--- config.mk ---
export PLATFORM = sky130hd
export DESIGN_NAME = vcbd_ndig_updn
export DESIGN_NICKNAME = d
export VERILOG_FILES = /design/src/rtl/vcbd_ndig_updn.sv
export SDC_FILE = /design/constraint.sdc
export NUM_CORES = 1
export LEC_CHECK = 0
export BUFFER_PORTS_ARGS = -buffer_cell sky130_fd_sc_hd__buf_2
export CAP_MARGIN = 20
export CORE_MARGIN = 3
export CORE_UTILIZATION = 40
export DETAILED_ROUTE_END_ITERATION = 8
export GPL_ROUTABILITY_DRIVEN = 0
export SLEW_MARGIN = 20
export SYNTH_ARGS = -nofsm -noshare
export SYNTH_HDL_FRONTEND = slang
export SYNTH_SLANG_ARGS = --single-unit
--- constraint.sdc ---
create_clock -name clk -period 4.2 [get_ports clk]
set_input_delay 0.42 -clock clk [delete_from_list [all_inputs] [get_ports clk]]
set_output_delay 0.42 -clock clk [all_outputs]
set_load 0.01 [all_outputs]
--- src/rtl/vcbd_ndig_updn.sv ---
// rtl/vcbd_ndig_updn.sv - N-digit cascadable up/down counter with per-digit radix
module vcbd_ndig_updn #(
  parameter int NDIG = 2,
  parameter int DW   = 4,
  parameter int BASE = 10
) (
  input  logic                 clk,
  input  logic                 clr,
  input  logic                 ce,
  input  logic                 s,
  input  logic                 ld,
  input  logic                 up,
  input  logic [NDIG*DW-1:0]   D,
  output logic [NDIG*DW-1:0]   Q,
  output logic                 TC,
  output logic                 CEO,
  output logic                 WRAP
);

  if (BASE > (1 << DW) || BASE < 2) begin : g_bad_base
    $error("vcbd_ndig_updn: BASE must lie in 2..2**DW");
  end

  localparam logic [DW-1:0] MAXD = DW'(BASE - 1);

  logic [NDIG*DW-1:0] q_next;
  logic [DW-1:0]      dk;
  logic [DW-1:0]      dd;
  logic               chain;
  logic               all_max;
  logic               all_zero;

  // chain carries "every lower digit is at its limit" up the ripple
  always_comb begin
    q_next   = Q;
    dk       = '0;
    dd       = '0;
    chain    = 1'b1;
    all_max  = 1'b1;
    all_zero = 1'b1;
    for (int k = 0; k < NDIG; k++) begin
      dk = Q[k*DW +: DW];
      dd = D[k*DW +: DW];
      if (s) begin
        q_next[k*DW +: DW] = MAXD;
      end else if (ld) begin
        q_next[k*DW +: DW] = (dd > MAXD) ? MAXD : dd;
      end else if (ce && chain) begin
        if (up) q_next[k*DW +: DW] = (dk >= MAXD) ? '0 : dk + 1'b1;
        else    q_next[k*DW +: DW] = (dk == '0) ? MAXD : dk - 1'b1;
      end
      // an out-of-range digit carries like BASE-1 so it falls back in range
      chain    = chain & (up ? (dk >= MAXD) : (dk == '0));
      all_max  = all_max & (dk == MAXD);
      all_zero = all_zero & (dk == '0);
    end
  end

  assign TC  = up ? all_max : all_zero;
  assign CEO = ce & TC;

  always_ff @(posedge clk or posedge clr) begin
    if (clr) begin
      Q    <= '0;
      WRAP <= 1'b0;
    end else begin
      Q    <= q_next;
      WRAP <= ce & ~s & ~ld & TC;
    end
  end

endmodule

# Yosys cells after proc, flatten, opt, wreduce, memory -nomap -nowiden
# Index checks and enable logic that the tools add are counted.
dict set report totals {
  ff_bits 9
  input_bits 14
  word_cells 42
  output_inout_bits 11
}
dict set report op_classes {
  bitwise_logic 8
  order_cmp 4
  n_reduce_logical 5
  n_eq_ne 2
  mux 16
  n_addsub 4
}
# operator count
set ops {}
lappend ops {{$mux 4} 14}
lappend ops {{$add 4x1->4 const B} 2}
lappend ops {{$eq 4x4->1 const B} 2}
lappend ops {{$ge 4x4->1 const B} 2}
lappend ops {{$gt 4x4->1 const B} 2}
lappend ops {{$logic_not 4->1} 2}
lappend ops {{$sub 4x1->4 const B} 2}
lappend ops {{$and 1x1->1} 6}
lappend ops {{$reduce_bool 3->1} 2}
lappend ops {{$mux 1} 2}
lappend ops {{$not 1->1} 2}
lappend ops {{$logic_and 1x1->1} 1}

# Depth between registers and ports, before layout
# Gate-level depths: netlist of run 1.
dict set report depth {
  ltp_word 6
  ltp_mapped 6
}

# Worst setup path after synthesis of run 1
# OpenSTA, ideal clock, no wires.
dict set report synth_timing {
  path_kind {flip-flop to output port}
  startpoint {reg Q[4]}
  endpoint {out CEO}
  t_arrival_ns 1.690
  required_time_ns 3.780
  path_stages_with_launch 7
  path_buffers 0
  slack_ns 2.090
  cell_sequence {dfrtp_1 inv_1 ha_1 nor4b_1 nand2b_1 a21oi_1 and2_1}
}
dict set report synth_between {
  elab_chain_cells 4
  elab_cells_between_ends 6
}
# element line_no
set synth_lines {}
lappend synth_lines {{start, declared} 14} ;# output logic [NDIG*DW-1:0] Q,
lappend synth_lines {{start signal, assigned} 67} ;# Q <= q_next;
lappend synth_lines {{$eq 4x4->1 or $logic_not 4->1 (tied branches)} {54, 55}}
lappend synth_lines {{$and 1x1->1, on equally long branches} {54, 55}}
lappend synth_lines {{$mux 1 *} 59} ;# assign TC = up ? all_max : all_zero;
lappend synth_lines {{via TC} 15} ;# output logic TC,
lappend synth_lines {{$and 1x1->1 *} 60} ;# assign CEO = ce & TC;
lappend synth_lines {{end, declared} 16} ;# output logic CEO,
# The timed path passes the listed nets; every way through them passes the cells marked *.

# Final worst setup path of run 1
dict set report layout_timing {
  startpoint {reg Q[4]}
  endpoint {out CEO}
}
dict set report layout_between {
  elab_chain_cells 4
  elab_cells_between_ends 6
}
# element line_no
set layout_lines {}
lappend layout_lines {{$eq 4x4->1 or $logic_not 4->1 (tied branches)} {54, 55}}
lappend layout_lines {{$and 1x1->1, on equally long branches} {54, 55}}
lappend layout_lines {{$mux 1 *} 59}
lappend layout_lines {{$and 1x1->1 *} 60}
# Every way passes the cells marked *; elsewhere a longest branch is shown, timed or not.

==> results.cfg, run 1 <==
[sta]
period_minus_slack_ps = 2590
clock-skew-final_ps = 0.916
layout_setup_ws_ps = 1610
hold_violations = 0
worstMarginPinSlew_ps = 524
holdWs_ps = 102
grt_setup_unrepaired = false
fin_tns_setup_ps = 0
clock.fmax_ghz = 0.387
max-slew-margin-rel = 0.642
drv_slew = 0
setup_viol = 0
min_period_over_period = 0.616

[synth]
mappedNetlistArea_um2 = 1000
syn_avg_cell_area_um2 = 8.54
yosys_warnings = 0
synth_fp_nets = 139
synth_seq_cells = 9
synth_cells = 117
ys_seq_area_frac = 0.225
yosysUniqueCellTypes = 47

[global_routing]
grt_max_degree = 22
gr-total-overflow = 0
grt-busiest-layer = met2
grt_use_met1 = 0.224
globalRouteMet2Util = 0.254
grt_pass1_vias = 941
antenna_found_initial = 0
track_usage = 0.163
grt_pass1_wl_um = 4170
gr-usage-met3 = 0.0325

[critical_path]
path_cells = inv_1, ha_1, nor4b_1, nand2b_1, a21oi_1, and2_1, buf_2
crit_slowest_cell = dfrtp_1
crit_type = reg -> out
worstPathMaxFanout = 8
start_kind = flip-flop
cp.required_ps = 3780
cp-end-kind = output pin
slowest_delay_ps = 460
crit_arrival_ps = 2170

[pwr]
ir_worst_vdd_mv = 0.151
comb_power_share = 0.346
p_switching_mw = 0.0954
p_clk_frac = 0.258
seqPwrFrac = 0.397
p_leak_nw = 0.512
p_sw_frac = 0.357
p_int_mw = 0.172
p_per_area_nw_per_um2 = 235

[cts]
tritoncts = yes
cts-root-buf = clkbuf_4
cts.sinks = 9
clkTransAtPathRegs_ps = 60
cts_made_buffers = 3
post_cts_buffers = 0
cts_max_path_buffers = 2
cts-resized-gates = 0
htree_levels = 1
hold_buffers = 0
clk_latency_ps = 260

[placed_design]
dp_slack_ps = 1920
place_hpwl_um = 1880
portBuffers = 24

[finish]
layout_common_cells = buf_2 (24), dfrtp_1 (9), inv_1 (8), ha_1 (8), nor2b_1 (7)
fill_cells = 234
n_antenna_cell = 0
multi_input_area_um2 = 701
area_delta_synth_final_pct = 13.8
final_common_cell = buf_2
fin_nets = 160
regArea_um2 = 225
drive_above_1_share = 0.270
final_core_util = 0.495

[hold_path]
min_path_type = in -> async

[floorplanning]
num_io_pins = 25
start_util = 0.435
chipWidth_um = 56.0
design.core.area_um2 = 2300
die_area_um2 = 3130
row_count = 17
die_h_um = 56.0

[routing]
drt_iter0_drc = 32
dr.pass1.iters = 6
drc = 0
num_vias = 993
wl_per_cell_um = 15.0
antenna_left = 0
wl_um = 2470
via_per_inst = 6.02

[job]
max-cap-violations = 0

[outcome]
status = finished, final reports clean
## flip-flops by register name (all words and copies together), names as in the netlist
| signal | count |
|---|---|
| WRAP | 1 |
| Q | 8 |
## final cells by class
cell class                      instances  share of cell area
Sequential cell                         9               0.198
Inverter                                8              0.0264
Tap cell                               28              0.0308
Clock buffer                            4              0.0231
Multi-Input combinational cell         92               0.616
Timing Repair Buffer                   24               0.106
## metal layers
layer | vias to the layer above | share of wire
li1 | 480 | -
met1 | 459 | 0.47
met2 | 50 | 0.44
met3 | 4 | 0.079
met4 | 0 | 0.0077
met5 | - | 0
## synthesized netlist by cell type (all sizes together)
| cell type | count | area (um^2) |
|---|---|---|
| dfrtp | 9 | 225 |
| ha | 8 | 100 |
| inv | 8 | 30.0 |
| a21oi | 7 | 38.8 |
| nor2b | 7 | 43.8 |
| o21ai | 7 | 38.8 |
| buf | 6 | 36.3 |
| nor3 | 6 | 30.0 |
| nand2 | 5 | 18.8 |
| nand2b | 5 | 31.3 |
| nor2 | 4 | 15.0 |
| a211oi | 3 | 27.5 |
| a221o | 3 | 30.0 |
| a22o | 3 | 26.3 |
| a31oi | 2 | 12.5 |
| and4 | 2 | 17.5 |
| and4b | 2 | 20.0 |
| clkbuf | 2 | 7.51 |
| o21bai | 2 | 15.0 |
| or3 | 2 | 12.5 |
| or3b | 2 | 17.5 |
| or4b | 2 | 23.8 |
| a2111oi | 1 | 8.76 |
| a21bo | 1 | 10.0 |
| a21boi | 1 | 11.3 |
| a21o | 1 | 7.51 |
| a221oi | 1 | 8.76 |
| a2bb2oi | 1 | 8.76 |
| a31o | 1 | 8.76 |
| a32o | 1 | 10.0 |
| and2 | 1 | 6.26 |
| and3 | 1 | 6.26 |
| mux2i | 1 | 10.0 |
| nand3 | 1 | 5.00 |
| nand4b | 1 | 8.76 |
| nor3b | 1 | 12.5 |
| nor4b | 1 | 8.76 |
| o21ba | 1 | 10.0 |
| o31ai | 1 | 12.5 |
| o32a | 1 | 10.0 |
| o41ai | 1 | 8.76 |
| xnor2 | 1 | 8.76 |
## worst max-delay path: cells and delay by family, from the launching register on
family	cells	cell delay, ps
buffers and inverters	2	270
DFF	1	460
and+or+nand+nor	3	710
AOI/OAI and AO/OA	1	250
adders and majority gates	1	210
## power by group through the flow
stage	combinational (mW)	sequential (mW)	clock, mW
6_report	0.0925	0.106	0.0689
5_1_grt	0.102	0.108	0.0756
4_1_cts	0.0923	0.106	0.0712
3_5_place_dp	0.0918	0.108	0
3_3_place_gp	0.0911	0.107	0
2_1_floorplan	0.0671	0.104	0
## worst paths after layout
path                                       start          endpoint  slack, ps  depth (start not counted)
worst max-delay path            Q[4]$_DFFE_PP0P_               CEO       1610                          7
worst max register to register  Q[1]$_DFFE_PP0P_  Q[7]$_DFFE_PP0P_       2220                          6
max in group asynchronous                    clr  Q[5]$_DFFE_PP0P_       3850                          2
worst min register to register  Q[5]$_DFFE_PP0P_  Q[5]$_DFFE_PP0P_        660                          1
worst min-delay path                         clr  Q[3]$_DFFE_PP0P_        100                          2
min in group clk                              ce    WRAP$_DFF_PP0_        510                          2
## cells by family after synthesis
kind of cell	after synthesis	share of synthesized area
buffers and inverters	16	0.0738
muxes	1	0.0100
xor gates and xnor gates	1	0.00876
AOI/OAI and AO/OA	39	0.304
DFF	9	0.225
adders and majority gates	8	0.100
and+or+nand+nor	43	0.278
## through the flow
stage | total power [mW] | cells | cell area [um^2]
4_1_cts | 0.269 | 165 | 1140
3_3_place_gp | 0.198 | 161 | 1110
2_1_floorplan | 0.171 | 117 | 1000
5_1_grt | 0.286 | 165 | 1140
3_5_place_dp | 0.199 | 161 | 1110
6_report | 0.268 | 165 | 1140
No activity file was read; power rests on OpenSTA's default activity.
==> run 2: changes to the inputs <==
Clock period 4.2 ns to 2.6 ns, I/O delays scaled along.
==> run 2 against run 1 <==
Against the previous run: register-to-register slack worse by 1600 ps; sequential cell count stayed put; worst setup slack got worse by 1400 ps; final cell count grew 0.61%; via count rose by 0.50%; global-route usage grew 0.98 points.
==> results.cfg, run 2 (synthesis results as in run 1) <==
[placed_design]
portBuffers = 24
placedCellCount = 161
dp_slack_ps = 513
place_hpwl_um = 1950
placed_area_um2 = 1110

[sta]
holdWs_ps = 320
layout_setup_ws_ps = 226
fin_tns_setup_ps = 0
grt_setup_unrepaired = false
setup_viol = 0
hold_violations = 0
drv_slew = 0
clock-skew-final_ps = 10.2
clock.fmax_ghz = 0.421
worstMarginPinSlew_ps = 496
max-slew-margin-rel = 0.661
min_period_over_period = 0.913
period_minus_slack_ps = 2370

[critical_path]
start_kind = flip-flop
crit_type = reg -> out
worst-r2r-setup-slack_ps = 610
regToRegEndpoint = Q[7]$_DFFE_PP0P_
cp-end-kind = output pin
cp.required_ps = 2340
r2r-start = Q[0]$_DFFE_PP0P_
worstRegToRegCells = 6
crit_arrival_ps = 2110
worstPathMaxFanout = 8
crit_start = Q[4]$_DFFE_PP0P_

[routing]
wl_um = 2580
num_vias = 998
antenna_left = 0
drc = 0
drt_iter0_drc = 35
wl_per_cell_um = 15.5
via_per_inst = 6.01
dr.pass1.iters = 4

[hold_path]
hold_depth = 2
hold_path_end = WRAP$_DFF_PP0_
min_path_type = in -> reg
hp-start = ce

[finish]
final_common_cell = buf_2
final_cells = 166
n_antenna_cell = 0
area_delta_synth_final_pct = 14.8
fill_cells = 237
layout_common_cells = buf_2 (24), dfrtp_1 (9), inv_1 (8), ha_1 (8), nor2b_1 (7)
final_core_util = 0.499
drive_above_1_share = 0.268
fin_nets = 161
reg_top3 = Q: 8 flops, WRAP: 1 flops
stdcell_area_um2 = 1150
largest_register = Q
largest_reg_flops = 8

[floorplanning]
die_h_um = 56.0
num_io_pins = 25
design.core.area_um2 = 2300
row_count = 17
start_util = 0.435
die_area_um2 = 3130
chipWidth_um = 56.0

[cts]
cts_made_buffers = 3
cts_max_path_buffers = 2
tritoncts = yes
cts.sinks = 9
clk_latency_ps = 270
cts-root-buf = clkbuf_4
clkTransAtPathRegs_ps = 70
htree_levels = 1
post_cts_buffers = 0

[global_routing]
antenna_found_initial = 0
grt_pass1_wl_um = 4340
grt_max_degree = 22
grt_pass1_vias = 900
track_usage = 0.172
gr-total-overflow = 0

[outcome]
status = finished, final reports clean

[pwr]
p_leak_nw = 0.516
p_per_area_nw_per_um2 = 382
ir_worst_vdd_mv = 0.252
p_total_mw = 0.438

[job]
max-cap-violations = 0
[run 2: cell types whose count changed in the layout (fill, tap and decap cells not counted)]
| cell | previous run | this run |
|---|---|---|
| dlygate4sd3_1 | 0 | 1 |
[run 2: routing by layer]
layer | GRT usage | part of all wire | up-vias
li1 | - | - | 484
met1 | 0.247 | 0.48 | 461
met2 | 0.250 | 0.43 | 47
met3 | 0.0325 | 0.076 | 6
met4 | 0.0712 | 0.014 | 0
met5 | 0 | 0 | -
[run 2: power by group]
group	switching [mW]	leakage [nW]	internal, mW
sequential	0.0231	0.109	0.149
combinational	0.0814	0.392	0.0707
clock	0.0547	0.0150	0.0593
total	0.159	0.516	0.279
[run 2: what timing repair did]
action / 4_1_cts / 5_1_grt
resized for setup: 0 / 0
hold buffers: 1 / 0
hold endpoints to repair: 9 / 0
[run 2: area by class of cell]
| cell class | count | area (um^2) | share of cell area |
|---|---|---|---|
| Timing Repair Buffer | 25 | 130 | 0.113 |
| Tap cell | 28 | 35.0 | 0.0305 |
| Multi-Input combinational cell | 92 | 701 | 0.611 |
| Sequential cell | 9 | 225 | 0.196 |
| Inverter | 8 | 30.0 | 0.0262 |
| Clock buffer | 4 | 26.3 | 0.0229 |
[run 2: worst max path at each step]
| stage | to | depth (start not counted) |
|---|---|---|
| floorplan | CEO | 6 |
| global placement | CEO | 7 |
| detailed placement | CEO | 7 |
| CTS | CEO | 7 |
| global route | CEO | 7 |
| finish | CEO | 7 |
[run 2: critical path, stage by stage, from the launching register on]
cell and delay [ps]:
dfrtp_1 480, inv_1 150, ha_1 240, nor4b_1 400
nand2b_1 100, a21oi_1 200, and2_1 160, buf_2 130
==> run 3: changes to the inputs <==
Settings changed: BUFFER_PORTS_ARGS -buffer_cell sky130_fd_sc_hd__buf_2 to -buffer_cell sky130_fd_sc_hd__buf_4, PLACE_DENSITY_LB_ADDON set to 0.2.
==> run 3 against run 2 <==
Against the previous run: sequential power hardly changed; non-clock buffer count did not move; final area rose by 5.2%; sequential cell count stayed put; routed wire length decreased by 1.4%; via count up 0.80%; combinational power is 7% higher; critical path depth is the same; critical path type unchanged; critical endpoint unchanged.
==> results.cfg, run 3 (synthesis results as in run 1) <==
[cts]
cts.sinks = 9
cts-root-buf = clkbuf_4
cts_made_buffers = 3
cts_max_path_buffers = 2
htree_levels = 1
tritoncts = yes
clk_latency_ps = 260
clkTransAtPathRegs_ps = 60

[floorplanning]
num_io_pins = 25
die_area_um2 = 3130
row_count = 17
die_h_um = 56.0
design.core.area_um2 = 2300
chipWidth_um = 56.0
start_util = 0.435

[critical_path]
worstPathMaxFanout = 8
cp.required_ps = 2340
start_kind = flip-flop
path_cells = inv_1, ha_1, nor4b_1, nand2b_1, a21oi_1, and2_1, buf_4
crit_type = reg -> out
crit_arrival_ps = 2150
cp-end-kind = output pin
slowest_delay_ps = 460
crit_slowest_cell = dfrtp_1

[sta]
clock.fmax_ghz = 0.415
fin_tns_setup_ps = 0
hold_violations = 0
clock-skew-final_ps = 5.27
min_period_over_period = 0.927
worstMarginPinSlew_ps = 547
period_minus_slack_ps = 2410
holdWs_ps = 348
max-slew-margin-rel = 0.626
drv_slew = 0
grt_setup_unrepaired = false
setup_viol = 0

[pwr]
ir_worst_vdd_mv = 0.231
p_clk_frac = 0.239
comb_power_share = 0.370
seqPwrFrac = 0.391
p_sw_frac = 0.341
p_switching_mw = 0.150
p_int_mw = 0.291
p_leak_nw = 0.533
p_per_area_nw_per_um2 = 365

[routing]
wl_per_cell_um = 15.3
routed-wl-met3_um = 212
antenna_left = 0
wl_met1_um = 1200
top_layer = met4
wl_um = 2540
num_vias = 1006
drt_iter0_drc = 53
wl_met2_um = 1120
drc = 0
via_per_inst = 6.06
dr.pass1.iters = 4

[finish]
n_antenna_cell = 0
final_cells = 166
area_delta_synth_final_pct = 20.8
drive_above_1_share = 0.268
largest_reg_flops = 8
final_common_cell = buf_4
layout_common_cells = buf_4 (24), dfrtp_1 (9), inv_1 (8), ha_1 (8), nor2b_1 (7)
largest_register = Q
reg_top3 = Q: 8 flops, WRAP: 1 flops
fin_nets = 161

[placed_design]
place_hpwl_um = 1940
placedCellCount = 161
portBuffers = 24

[outcome]
status = finished, final reports clean

[global_routing]
track_usage = 0.165
gr-total-overflow = 0
grt_max_degree = 22
antenna_found_initial = 0
grt_pass1_wl_um = 4240
grt_pass1_vias = 914

[job]
max-cap-violations = 0

[hold_path]
min_path_type = in -> reg
[run 3: power by group through the flow]
stage / clock network, mW / logic (mW) / registers [mW]
final: 0.105 / 0.163 / 0.172
after global routing: 0.117 / 0.180 / 0.176
after CTS: 0.106 / 0.162 / 0.172
after detailed placement: 0 / 0.160 / 0.174
after global placement: 0 / 0.158 / 0.173
after floorplan: 0 / 0.108 / 0.168
[run 3: area by class of cell]
type / count / area, um^2
multi-input cells: 92 / 701
well taps: 28 / 35.0
fillers: 229 / 1090
repair buffers: 25 / 190
inverters: 8 / 30.0
flip-flops and latches: 9 / 225
clock buffers: 4 / 26.3
[run 3: repair_timing]
action	4_1_cts	5_1_grt
hold endpoints to repair	9	0
buffers inserted	0	0
hold buffers	1	0
gates resized for setup	0	0
[run 3: per-layer routing]
metal  global-route usage  vias up
met2                0.250       45
li1                     -      477
met1                0.242      480
met5                    0        -
met4               0.0441        0
met3               0.0209        4
[run 3: critical path: cells and delay by family, from the launching register on]
kind,cells,cell delay [ps]
compound gates,1,230
fa+ha+maj,1,210
buf+inv,2,260
flops,1,460
simple gates,3,730
[run 3: metrics by stage]
| step | total power, mW | util | area (um^2) | setup slack (ps) |
|---|---|---|---|---|
| after floorplan | 0.277 | - | 1000 | 650 |
| after global placement | 0.332 | 0.510 | 1170 | 598 |
| after detailed placement | 0.334 | 0.510 | 1170 | 517 |
| after CTS | 0.441 | 0.526 | 1210 | 232 |
| after global routing | 0.473 | 0.526 | 1210 | 4.51 |
| final | 0.441 | 0.526 | 1210 | 190 |
[run 3: path summary, 6_finish.rpt]
kind,slack [ps],startpoint,cells past startpoint,endpoint
min in group asynchronous,520,clr,3,WRAP$_DFF_PP0_
max reg2reg,610,Q[1]$_DFFE_PP0P_,6,Q[7]$_DFFE_PP0P_
min reg2reg,660,Q[5]$_DFFE_PP0P_,1,Q[5]$_DFFE_PP0P_
max in group asynchronous,1820,clr,3,Q[3]$_DFFE_PP0P_
min,350,ce,2,WRAP$_DFF_PP0_
max,190,Q[4]$_DFFE_PP0P_,7,CEO
